--- src/rtl/pio_poll_ctrl.sv ---
// pio_poll_ctrl: polls an Avalon-MM input PIO and queues timestamped sample changes for the CPU
module pio_poll_ctrl #(
  parameter int DATA_W         = 17,
  parameter int TS_W           = 14,
  parameter int FIFO_DEPTH     = 8,
  parameter int DIV_W          = 16,
  parameter int DEFAULT_PERIOD = 1000
) (
  input  logic        clk,
  input  logic        reset_n,
  output logic [1:0]  pio_address,
  input  logic [31:0] pio_readdata,
  input  logic [1:0]  s_address,
  input  logic        s_read,
  input  logic        s_write,
  input  logic [31:0] s_writedata,
  output logic [31:0] s_readdata,
  output logic        irq
);
  localparam int AW = $clog2(FIFO_DEPTH);
  localparam int CW = AW + 1;
  typedef enum logic [1:0] {IDLE, ISSUE, CAPTURE, WAIT} state_t;
  state_t state_q, state_d;
  logic [AW-1:0] wr_ptr_q, wr_ptr_d, rd_ptr_q, rd_ptr_d;
  logic [CW-1:0] count_q, count_d;
  logic [DATA_W+TS_W-1:0] mem_q [FIFO_DEPTH];
  logic [DATA_W-1:0] last_q, last_d, smp;
  logic [TS_W-1:0] ts_q, ts_d;
  logic [DIV_W-1:0] period_q, period_d, wcnt_q, wcnt_d, peff;
  logic have_last_q, have_last_d, ovf_q, ovf_d, enable_q, enable_d;
  logic irq_en_q, irq_en_d, irq_q, irq_d;
  logic [31:0] rdata_q, rdata_d;
  logic cap, empty, full, pop, push_req, push_ok, flush, wr_ctrl;
  logic unused;
  assign unused = ^{pio_readdata[31:DATA_W], s_writedata[31:DIV_W]};
  always_ff @(posedge clk or negedge reset_n)
    if (!reset_n) state_q <= IDLE;
    else state_q <= state_d;
  // dropping enable aborts any state; a capture already in progress still lands
  always_comb
    state_d = !enable_q ? IDLE :
              state_q == IDLE ? ISSUE :
              state_q == ISSUE ? CAPTURE :
              state_q == CAPTURE ? (peff == DIV_W'(2) ? ISSUE : WAIT) :
              wcnt_q == '0 ? ISSUE : WAIT;
  always_comb
    pio_address = state_q == ISSUE ? 2'd0 : 2'd3;
  always_comb begin
    cap         = state_q == CAPTURE;
    smp         = pio_readdata[DATA_W-1:0];
    empty       = count_q == '0;
    full        = count_q == CW'(FIFO_DEPTH);
    pop         = s_read && s_address == 2'd0 && !empty;
    flush       = s_write && s_address == 2'd2 && s_writedata[2];
    wr_ctrl     = s_write && s_address == 2'd2;
    push_req    = cap && (!have_last_q || smp != last_q);
    push_ok     = push_req && (!full || pop) && !flush;
    wr_ptr_d    = flush ? '0 : wr_ptr_q + AW'(push_ok);
    rd_ptr_d    = flush ? '0 : rd_ptr_q + AW'(pop);
    count_d     = flush ? '0 : count_q + CW'(push_ok) - CW'(pop);
    ovf_d       = (push_req && full && !pop) ||
                  (ovf_q && !(s_write && s_address == 2'd1 && s_writedata[2]));
    ts_d        = cap ? ts_q + TS_W'(1) : ts_q;
    last_d      = cap ? smp : last_q;
    have_last_d = enable_q && (cap || have_last_q);
    peff        = period_q < DIV_W'(2) ? DIV_W'(2) : period_q;
    wcnt_d      = cap ? peff - DIV_W'(3) : state_q == WAIT ? wcnt_q - DIV_W'(1) : wcnt_q;
    enable_d    = wr_ctrl ? s_writedata[0] : enable_q;
    irq_en_d    = wr_ctrl ? s_writedata[1] : irq_en_q;
    period_d    = s_write && s_address == 2'd3 ? s_writedata[DIV_W-1:0] : period_q;
    irq_d       = irq_en_q && (!empty || ovf_q);
    rdata_d     = !s_read ? rdata_q :
                  s_address == 2'd0 ? (empty ? 32'd0 : 32'({1'b1, mem_q[rd_ptr_q]})) :
                  s_address == 2'd1 ? {20'd0, 4'(count_q), 5'd0, ovf_q, full, empty} :
                  s_address == 2'd2 ? {30'd0, irq_en_q, enable_q} :
                  32'(period_q);
  end
  always_ff @(posedge clk)
    if (push_ok) mem_q[wr_ptr_q] <= {ts_q, smp};
  always_ff @(posedge clk or negedge reset_n)
    if (!reset_n) begin
      wr_ptr_q    <= '0;
      rd_ptr_q    <= '0;
      count_q     <= '0;
      ovf_q       <= 1'b0;
      ts_q        <= '0;
      last_q      <= '0;
      have_last_q <= 1'b0;
      wcnt_q      <= '0;
      period_q    <= DIV_W'(DEFAULT_PERIOD);
      enable_q    <= 1'b0;
      irq_en_q    <= 1'b0;
      irq_q       <= 1'b0;
      rdata_q     <= '0;
    end else begin
      wr_ptr_q    <= wr_ptr_d;
      rd_ptr_q    <= rd_ptr_d;
      count_q     <= count_d;
      ovf_q       <= ovf_d;
      ts_q        <= ts_d;
      last_q      <= last_d;
      have_last_q <= have_last_d;
      wcnt_q      <= wcnt_d;
      period_q    <= period_d;
      enable_q    <= enable_d;
      irq_en_q    <= irq_en_d;
      irq_q       <= irq_d;
      rdata_q     <= rdata_d;
    end
  assign s_readdata = rdata_q;
  assign irq        = irq_q;
endmodule

--- config.mk ---
export PLATFORM = sky130hd
export DESIGN_NAME = pio_poll_ctrl
export DESIGN_NICKNAME = d
export VERILOG_FILES = /design/src/rtl/pio_poll_ctrl.sv
export SDC_FILE = /design/constraint.sdc
export NUM_CORES = 1
export LEC_CHECK = 0
export BUFFER_PORTS_ARGS = -buffer_cell sky130_fd_sc_hd__buf_4
export CORE_UTILIZATION = 60
export DETAILED_ROUTE_END_ITERATION = 10
export MAX_ROUTING_LAYER = met4
export PLACE_DENSITY_LB_ADDON = 0.25
export SYNTH_ARGS = -nofsm -noshare
export SYNTH_HDL_FRONTEND = slang
export SYNTH_SLANG_ARGS = --single-unit
--- constraint.sdc ---
create_clock -name clk -period 7.5 [get_ports clk]
set_clock_uncertainty 0.1 [all_clocks]
set_input_delay 1.5 -clock clk [delete_from_list [all_inputs] [get_ports clk]]
set_output_delay 1.5 -clock clk [all_outputs]
set_load 0.005 [all_outputs]
Word-level counts from Yosys, hierarchy flattened
Memory sizes are Yosys's and may differ from the RTL's.
Cells that the tools add are included.
- add/sub/neg operators: 7
- $lt $le $gt $ge: 1
- equality and inequality tests: 9
- mux-type cells: 19
- reductions and logical operators: 31
- operators with widths (operator ; count):
    $mux W16 ; 5
    $mux W32 ; 2
    $ne A17 B17 Y1 ; 1
    $eq A16 B2 Y1 const B ; 1
    $logic_not A16 Y1 ; 1
    $lt A16 B2 Y1 const B ; 1
    $sub A16 B1 Y16 const B ; 1
    $sub A16 B2 Y16 const B ; 1
    $logic_and A1 B1 Y1 ; 15
    $add A14 B1 Y14 const B ; 1
    $mux W2 ; 7
    $eq A2 B2 Y1 const B ; 4
    $add A3 B1 Y3 ; 2
    $logic_not A1 Y1 ; 6
    $mux W3 ; 2
    $logic_or A1 B1 Y1 ; 5
    $add A4 B1 Y4 ; 1
    $eq A2 B1 Y1 const B ; 2
    $eq A4 B4 Y1 const B ; 1
    $logic_not A2 Y1 ; 2
    $logic_not A4 Y1 ; 1
    $mux W4 ; 1
    $sub A4 B1 Y4 ; 1
    $mux W1 ; 2
    $reduce_bool A2 Y1 ; 1
- register bits: 112
- bits in writable memories: 248
- bits of input ports: 70
- output and inout bits: 35
- memories: 1
- memory list (name ; depth ; width ; rd ports ; clocked after memory_dff ; wr ports ; line ; source):
    mem_q ; 8 ; 31 ; 1 ; 0 ; 1 ; 26 ; logic [DATA_W+TS_W-1:0] mem_q [FIFO_DEPTH];

Longest topological paths before layout
Gate-level depths: netlist of the first run.
- depth in word-level cells: 9
- depth in mapped cells: 14
- gate-level depth less buffers: 13

Least setup slack after synthesis of the first run
Ideal clock, no wire load.
- kind: in2reg
- start point: input port s_address[0]
- end point: memory mem_q[5][0] (netlist bit) (enable)
- data arrival time: 6050 ps
- required time: 6891 ps
- setup slack: 841 ps
- cell stages on the path: 6
- path buffers: 2
- path through: clkbuf_1 > or4b_1 > buf_2 > a211oi_1 > nand2_1 > nor4b_1
- word-level cells in the longest chain between the ends: 8
- elaborated cells on any way between the ends: 12
- RTL lines (what ; line ; source):
    start, declared ; 13 ; input logic [1:0] s_address,
    $logic_not A2 Y1 ; 53 ; pop = s_read && s_address == 2'd0 && !empty;
    $logic_and A1 B1 Y1 (2 in a row) ; 53 ;
    $logic_or A1 B1 Y1 ; 57 ; push_ok = push_req && (!full || pop) && !flush;
    $logic_and A1 B1 Y1 ; 57 ;
    $logic_and A1 B1 Y1 (*) ; 57 ;
    $mux W1 (*) ; 79 ; if (push_ok) mem_q[wr_ptr_q] <= {ts_q, smp};
    $mux W1 (not written as such) (*) ; 79 ;
    end, declared ; 26 ;
Mark *: on every way between the ends. The rest lies on a longest branch, timed or not.

Worst setup path after layout of the first run
- start point: input port s_read
- end point: memory mem_q[3][7] (netlist bit) (enable)
- word-level cells in the longest chain between the ends: 7
- RTL lines (what ; line ; source):
    start, declared ; 14 ; input logic s_read,
    $logic_and A1 B1 Y1 (2 in a row) ; 53 ;
    $logic_or A1 B1 Y1 ; 57 ;
    $logic_and A1 B1 Y1 (2 in a row) ; 57 ;
    $mux W1 ; 79 ;
    $mux W1 (not written as such) ; 79 ;
Every way passes these cells.

==> results of run 1 <==
[cell type report]
type	instances	area (um2)
inverters	32	120
clock buffers	51	967
fillers	1583	7410
flip-flops and latches	360	10300
repair buffers	88	661
clock inverters	14	136
multi-input cells	491	4360
well taps	324	405
[sequential cells by signal (all words and copies together) (netlist names), 2 cells and up]
name        count
period_q       16
s_readdata     32
rd_ptr_q        3
wcnt_q         16
last_q         17
mem_q         248
wr_ptr_q        3
count_q         4
state_q         2
ts_q           14
[worst paths after layout]
kind / depth (start not counted) / end / slack, ns
max in group asynchronous: 2 / rd_ptr_q[0] / 5.02
hold / removal: 2 / last_q[0] / 0.39
setup reg to reg: 9 / mem_q[3][7] / 3.39
hold reg to reg: 2 / last_q[0] / 0.39
setup / recovery: 7 / mem_q[3][7] / 2.79
min in group asynchronous: 1 / s_readdata[28] / 1.06
[routing by layer]
metal  up-vias  global-route usage  routed length (um)
met2       266               0.392               14600
met1      4172               0.363               13200
met4         0              0.0603                 448
li1       3694                   -                   -
met5         -                   -                   0
met3        34              0.0451                1940
[cell families (layout without fill, tap and decap cells)]
| kind of cell | count (synthesis) | count (layout) |
|---|---|---|
| multiplexers | 120 | 120 |
| flip-flops | 360 | 360 |
| AO/OA/AOI/OAI | 103 | 103 |
| adder cells (fa/ha/maj) | 15 | 15 |
| AND/OR/NAND/NOR | 207 | 207 |
| XOR/XNOR | 46 | 46 |
| buffers and inverters | 81 | 185 |
[cell usage in the layout, fill, tap and decap left out, types with 9 or more instances in the layout]
| cell type | count |
|---|---|
| a21oi_1 | 26 |
| and2_1 | 9 |
| nor2_1 | 22 |
| edfxtp_1 | 248 |
| mux4_2 | 62 |
| dfrtp_1 | 103 |
| xor2_1 | 27 |
| mux2i_1 | 38 |
| ha_1 | 14 |
| o21ai_0 | 32 |
| nand3_1 | 12 |
| clkbuf_16 | 36 |
| inv_1 | 32 |
| mux2_2 | 20 |
| nand2_1 | 82 |
| nor2b_1 | 12 |
| clkbuf_1 | 14 |
| o22ai_1 | 15 |
| buf_4 | 88 |
| xnor2_1 | 19 |
| nor3_1 | 12 |
[through the flow]
stage	setup slack, ns	power, mW	util	instances
CTS	2.79	5.72	0.695	1360
global placement	2.40	3.97	0.650	1295
global route	2.54	5.93	0.695	1360
floorplan	0.841	3.60	-	932
finish	2.79	5.67	0.695	1360
detailed placement	2.31	4.01	0.650	1295
[worst max-delay path, delay by kind of cell]
family	cells	cell delay [ns]
AND/OR/NAND/NOR	3	1.51
buffers and inverters	3	1.18
AO/OA/AOI/OAI	1	0.52
[power by group]
part / internal (mW) / switching, mW
combinational: 0.639 / 0.625
clock: 0.974 / 0.721
sequential: 2.43 / 0.286
==> flow_summary.yaml, run 1 <==
floorplan:
  chipHeight_um: 159
  die_area_um2: 25400
  ioPinCount: 105
  start_util: 0.612
  fp.dieW_um: 159
  coreArea_um2: 24300
  rows: 57
critical_path:
  cp_max_fo: 37
  start_kind: "input port"
  cpPeakStageDelay_ns: 0.81
  cp-end-kind: "flop"
  worst_path_most_repeated_cell: "buf_4"
  critPathArrivalTime_ns: 4.76
  worstPathCellList: "buf_4 -> or4b_1 -> buf_4 -> a211oi_1 -> nand2_1 -> nor4b_2 -> buf_4"
  r2r-start: "count_q[2]"
  worstPathRequired_ns: 7.55
  startpoint: "s_read"
  path_class: "input port to flop"
  crit_path_top_delay_cell: "nor4b_2"
final_layout:
  drive_above_1_share: 0.235
  layout.nets: 1094
  areaGrowthSynthToFinish_pct: 13.6
  diodes: 0
  design_area_um2: 16900
logic_synthesis:
  synth-simple-area-share: 0.0711
  yosysTopAreaCellShare: 0.500
  ys_top_cells_by_count: "edfxtp_1 (248), dfrtp_1 (106), nand2_1 (82)"
  yosysWarnings: 0
  synth_xor_area_frac: 0.0271
  synth_edf_count: 248
  synth.avg_cell_area_um2: 16.0
  async_flop_share: 0.311
  synthAdderAreaFrac: 0.0131
  synth_cells: 932
  ys_seq_area_frac: 0.689
  synth_cell_types: 57
  synth_top_cell_by_area: "edfxtp_1"
  synthTopCellsByArea: "edfxtp_1 (50%), dfrtp_1 (18%), mux4_2 (9.4%)"
  yosysMostFrequentCell: "edfxtp_1"
  synth_compound_area_frac: 0.0436
  synth_top_family_by_area: "multiplexers"
  synth_seq_cells: 360
  ys.flop_type: "edfxtp_1"
  synth_area_um2: 14900
  syn_nets: 1017
  synthMuxAreaShare: 0.135
grt:
  grt_pass1_vias: 8288
  grt_max_degree: 72
  grt_pass1_wl_um: 47700
  track_usage: 0.256
  overflow: 0
  antenna_found_initial: 0
sta:
  relSlewSlack: 0.310
  setup_violations: 0
  setup-tns-final_ns: 0
  fmax_mhz: 212
  tightest_slew_ns: 1.04
  slew_violations: 0
  hold_ws_ns: 0.395
  rsz0062_at_grt: "no"
  finalHoldViolations: 0
  post-route-period-util: 0.628
  period_minus_slack_ns: 4.71
clock_network:
  cts_buffers: 36
  clkTransAtPathRegs_ns: 0.06
  cts_buffer_depth: 3
  cts.repair.resized: 0
  cts_tree: "built"
  cts_setup_buffers: 0
  ctsRootBufferMaster: "clkbuf_16"
  clock_latency_ns: 0.52
  clock_sinks: 360
  cts-htree-levels: 2
  hold_buffers: 0
placed_design:
  io_buffers: 73
  dp_hpwl_um: 17700
  routabilityCongestion: 0.884
  place_area_um2: 15800
status:
  status: "complete, no violations"
detailed_routing:
  dr.pass1.iters: 5
  wl_per_cell_um: 22.2
  final_antenna_net_count: 0
  via_count: 8166
  avgViaCountPerCell: 6.00
  drt_iter0_drc: 745
  drc_errors: 0
  totalWireLength_um: 30200
flow_run:
  drv_cap: 0
min_path:
  hp-start: "last_q[0]"
  min_path_type: "flop to flop"
pwr:
  ir_worst_vdd_mv: 0.167
  power.leakage_nw: 6.13
  power.density_nw_per_um2: 335
No activity file was read; power rests on OpenSTA's default activity.
==> run 2, diff against run 1 <==
--- a/config.mk
+++ b/config.mk
@@ -6,7 +6,7 @@
 export NUM_CORES = 1
 export LEC_CHECK = 0
 export BUFFER_PORTS_ARGS = -buffer_cell sky130_fd_sc_hd__buf_4
-export CORE_UTILIZATION = 60
+export CORE_UTILIZATION = 54
 export DETAILED_ROUTE_END_ITERATION = 10
 export MAX_ROUTING_LAYER = met4
 export PLACE_DENSITY_LB_ADDON = 0.25
==> constraint.sdc (replaced) <==
create_clock -name clk -period 4.13 [get_ports clk]
set_clock_uncertainty 0.1 [all_clocks]
set_input_delay 0.826 -clock clk [delete_from_list [all_inputs] [get_ports clk]]
set_output_delay 0.826 -clock clk [all_outputs]
set_load 0.005 [all_outputs]
==> flow_summary.yaml, run 2 (same netlist as run 1, synthesis figures left out) <==
placed_design:
  dpl.cell_count: 1326
  dp_worst_setup_slack_ns: 0.549
  routabilityCongestion: 0.861
  place_area_um2: 16000
  dp_hpwl_um: 18100
  io_buffers: 73
critical_path:
  path_buf_inv: 3
  worstPathCellList: "inv_1 -> ha_1 -> nor3b_1 -> or4b_1 -> buf_4 -> a211o_1 -> or3_1 -> nor3b_4 -> buf_4"
  worst_path_most_repeated_cell: "buf_4"
  crit_path_top_delay_cell: "or4b_1"
  critPathArrivalTime_ns: 3.42
  cp_max_fo: 35
  cpPeakStageDelay_ns: 0.51
  cp-end-kind: "flop"
  cpLargestDelayFamily: "simple AND/OR/NAND/NOR gates"
  start_kind: "flop"
  worstPathRequired_ns: 4.22
  path_class: "flop to flop"
sta:
  post-route-period-util: 0.807
  slew_violations: 0
  rsz0062_at_grt: "no"
  setup-tns-final_ns: 0
  relSlewSlack: 0.332
  period_minus_slack_ns: 3.33
  tightest_slew_ns: 1.00
  fin_ws_ns: 0.795
  fmax_mhz: 300
  finalHoldViolations: 0
  setup_violations: 0
  hold_ws_ns: 0.214
floorplan:
  coreArea_um2: 27000
  die_area_um2: 28200
  ioPinCount: 105
  rows: 60
  start_util: 0.551
  chipHeight_um: 168
  fp.dieW_um: 168
clock_network:
  hold_buffers: 0
  cts_setup_buffers: 0
  cts_tree: "built"
  clock_latency_ns: 0.52
  cts.repair.resized: 0
  ctsRootBufferMaster: "clkbuf_16"
  clkTransAtPathRegs_ns: 0.07
  cts-htree-levels: 2
  cts_buffer_depth: 3
  clock_sinks: 360
  cts_buffers: 38
final_layout:
  largest-register: "mem_q"
  fin_util: 0.638
  areaGrowthSynthToFinish_pct: 15.9
  finalNonFillerCells: 1396
  design_area_um2: 17200
  final_cell_mix: "edfxtp_1 (248), dfrtp_1 (103), buf_4 (101), nand2_1 (82), mux4_2 (62)"
  drive_above_1_share: 0.251
  final_common_cell: "edfxtp_1"
  n_fill_cell: 1923
  largest_reg_flops: 248
  diodes: 0
  layout.nets: 1110
detailed_routing:
  avgViaCountPerCell: 5.86
  dr.pass1.iters: 5
  totalWireLength_um: 30200
  via_count: 8179
  final_antenna_net_count: 0
  wl_per_cell_um: 21.6
  drt_iter0_drc: 667
  drc_errors: 0
grt:
  antenna_found_initial: 0
  track_usage: 0.229
  grt_pass1_wl_um: 47200
  overflow: 0
  grt_pass1_vias: 8122
  grt_max_degree: 43
min_path:
  min_path_type: "input port to async pin"
pwr:
  p_total_mw: 10.6
  power.density_nw_per_um2: 617
  ir_worst_vdd_mv: 0.350
  power.leakage_nw: 6.29
status:
  status: "complete, no violations"
flow_run:
  drv_cap: 0
==> run 2: metal layers <==
| metal | GRT usage | routed length (um) | share of wire |
|---|---|---|---|
| met1 | 0.334 | 13800 | 0.46 |
| met4 | 0.0626 | 641 | 0.021 |
| met2 | 0.340 | 13900 | 0.46 |
| met3 | 0.0355 | 1890 | 0.063 |
| met5 | - | 0 | 0 |
==> run 2: power by group <==
group	total, mW	leakage, nW	internal, mW	switching [mW]
logic	2.26	2.07	1.19	1.06
registers	5.01	3.60	4.40	0.611
clock network	3.38	0.617	2.02	1.36
total	10.6	6.29	7.62	3.03
==> run 2: path summary, 6_finish.rpt <==
kind / start / end / slack, ns / cells past startpoint
worst max register to register: count_q[2] / mem_q[4][2] / 0.80 / 9
worst max-delay path: count_q[2] / mem_q[4][2] / 0.80 / 9
worst min register to register: last_q[8] / last_q[8] / 0.40 / 2
worst min-delay path: reset_n / s_readdata[18] / 0.21 / 1
max in group asynchronous: reset_n / period_q[5] / 2.84 / 2
min in group clk: last_q[8] / last_q[8] / 0.40 / 2
==> run 2: area by class of cell <==
type / count / area [um2] / share of cell area
flip-flops and latches: 360 / 10300 / 0.595
multi-input cells: 491 / 4410 / 0.255
clock buffers: 56 / 1080 / 0.0626
repair buffers: 102 / 778 / 0.0451
well taps: 341 / 427 / 0.0247
clock inverters: 14 / 174 / 0.0101
inverters: 32 / 120 / 0.00696
==> run 2: worst register-to-register path: cells and delay by family, from the launching register on <==
| family | cells | cell delay (ns) |
|---|---|---|
| AOI/OAI and AO/OA | 1 | 0.31 |
| adders and majority gates | 1 | 0.20 |
| buffers and inverters | 3 | 0.74 |
| DFF | 1 | 0.35 |
| and+or+nand+nor | 4 | 1.30 |
==> run 3, diff against run 2 <==
==> constraint.sdc (replaced) <==
create_clock -name clk -period 2.74 [get_ports clk]
set_clock_uncertainty 0.1 [all_clocks]
set_input_delay 0.548 -clock clk [delete_from_list [all_inputs] [get_ports clk]]
set_output_delay 0.548 -clock clk [all_outputs]
set_load 0.005 [all_outputs]
==> flow_summary.yaml, run 3 (same netlist as run 1, synthesis figures left out) <==
status:
  status: "finished with violations"
  violations: "negative setup slack"
sta:
  setup-tns-final_ns: -47.36
  setup_violations: 258
  tightest_slew_ns: 0.613
  rsz0062_at_grt: "yes"
  fmax_mhz: 324
  slew_violations: 0
  fin_ws_ns: -0.345
  post-route-period-util: 1.13
  finalHoldViolations: 0
  period_minus_slack_ns: 3.08
  relSlewSlack: 0.591
grt:
  grt_pass1_wl_um: 54000
  antenna_found_initial: 0
  track_usage: 0.266
  grt_pass1_vias: 9042
  overflow: 0
  grt_max_degree: 46
floorplan:
  coreArea_um2: 27000
  chipHeight_um: 168
  die_area_um2: 28200
  rows: 60
  fp.dieW_um: 168
  ioPinCount: 105
  start_util: 0.551
detailed_routing:
  drt_iter0_drc: 1021
  dr.pass1.iters: 5
  totalWireLength_um: 36000
  wl_per_cell_um: 24.0
  avgViaCountPerCell: 5.96
  via_count: 8932
  drc_errors: 0
  final_antenna_net_count: 0
pwr:
  power.leakage_nw: 6.95
  ir_worst_vdd_mv: 0.478
  power.density_nw_per_um2: 894
min_path:
  hp-start: "pio_readdata[6]"
  min_path_type: "input port to flop"
clock_network:
  cts-htree-levels: 2
  ctsRootBufferMaster: "clkbuf_16"
  cts_buffer_depth: 3
  cts_tree: "built"
  clkTransAtPathRegs_ns: 0.06
  clock_latency_ns: 0.53
  clock_sinks: 360
  cts_buffers: 38
placed_design:
  io_buffers: 73
  place_area_um2: 16800
  dp_hpwl_um: 20000
  routabilityCongestion: 0.882
  dpl.cell_count: 1392
  dp_worst_setup_slack_ns: -0.360
critical_path:
  start_kind: "flop"
  cp_max_fo: 7
  startpoint: "count_q[2]"
  path_class: "flop to flop"
  critPathArrivalTime_ns: 3.23
  reg2reg_depth: 10
  cp-end-kind: "flop"
  crit_path_end: "mem_q[0][12]"
  worstPathRequired_ns: 2.89
  rrSetupSlack_ns: -0.34
  r2r-end: "mem_q[0][12]"
  r2r-start: "count_q[2]"
final_layout:
  largest_reg_flops: 248
  final_cell_mix: "edfxtp_1 (248), buf_4 (150), dfrtp_1 (103), nand2_1 (81), mux4_2 (62)"
  fin_util: 0.693
  final_common_cell: "edfxtp_1"
  finalNonFillerCells: 1499
  drive_above_1_share: 0.341
  areaGrowthSynthToFinish_pct: 25.8
  layout.nets: 1215
  diodes: 0
  largest-register: "mem_q"
  design_area_um2: 18700
flow_run:
  drv_cap: 0
==> run 3: per-layer routing <==
metal | wire length (um) | global-route usage | vias to the layer above
li1 | - | - | 3953
met5 | 0 | - | -
met1 | 14700 | 0.360 | 4544
met4 | 1100 | 0.0854 | 0
met2 | 17600 | 0.417 | 350
met3 | 2560 | 0.0428 | 85
==> run 3: cell type report <==
class	count	area, um2
tap	341	427
clock buffer	53	1060
inverter	32	120
multi-input combinational	491	4630
sequential	360	10300
clock inverter	15	111
timing repair buffer	207	2120
fill	1699	8300
==> run 3: timing repair <==
item | 4_1_cts | 5_1_grt
gates resized for setup | 61 | 24
hold buffers | 1 | 0
endpoints found under the setup margin | 258 | 259
endpoints found under the hold margin | 37 | 0
pin swaps | 12 | 12
buffers inserted | 18 | 14
cloned | 12 | 5
==> run 3: worst max-delay path: stages, from the launching register on <==
cell and delay [ns]:
dfrtp_1 0.38, inv_2 0.07, ha_4 0.15, nor3b_4 0.14, or4b_4 0.54, buf_6 0.15, a211o_1 0.24, or3_4 0.38
nor3_4 0.24, buf_6 0.22, clkbuf_16 0.19
==> run 3: stage by stage <==
stage,hold slack (ns),power (mW)
3_5_place_dp,0.383,11.5
3_3_place_gp,0.377,11.4
6_report,0.155,16.7
2_1_floorplan,0.152,9.94
5_1_grt,0.154,17.5
4_1_cts,0.150,16.6
==> run 3: worst min path at each step <==
stage	end	cells after the start	slack [ns]
final	last_q[6]	3	0.15
after CTS	period_q[4]	2	0.15
after global routing	period_q[3]	2	0.15
after global placement	last_q[10]	2	0.38
after detailed placement	last_q[15]	2	0.38
after floorplan	count_q[0]	0	0.15
==> run 3: power breakdown <==
part	internal, mW	switching [mW]	total (mW)	leakage [nW]
combinational	2.33	2.13	4.46	2.77
clock	2.80	2.06	4.85	0.575
sequential	6.64	0.773	7.41	3.60
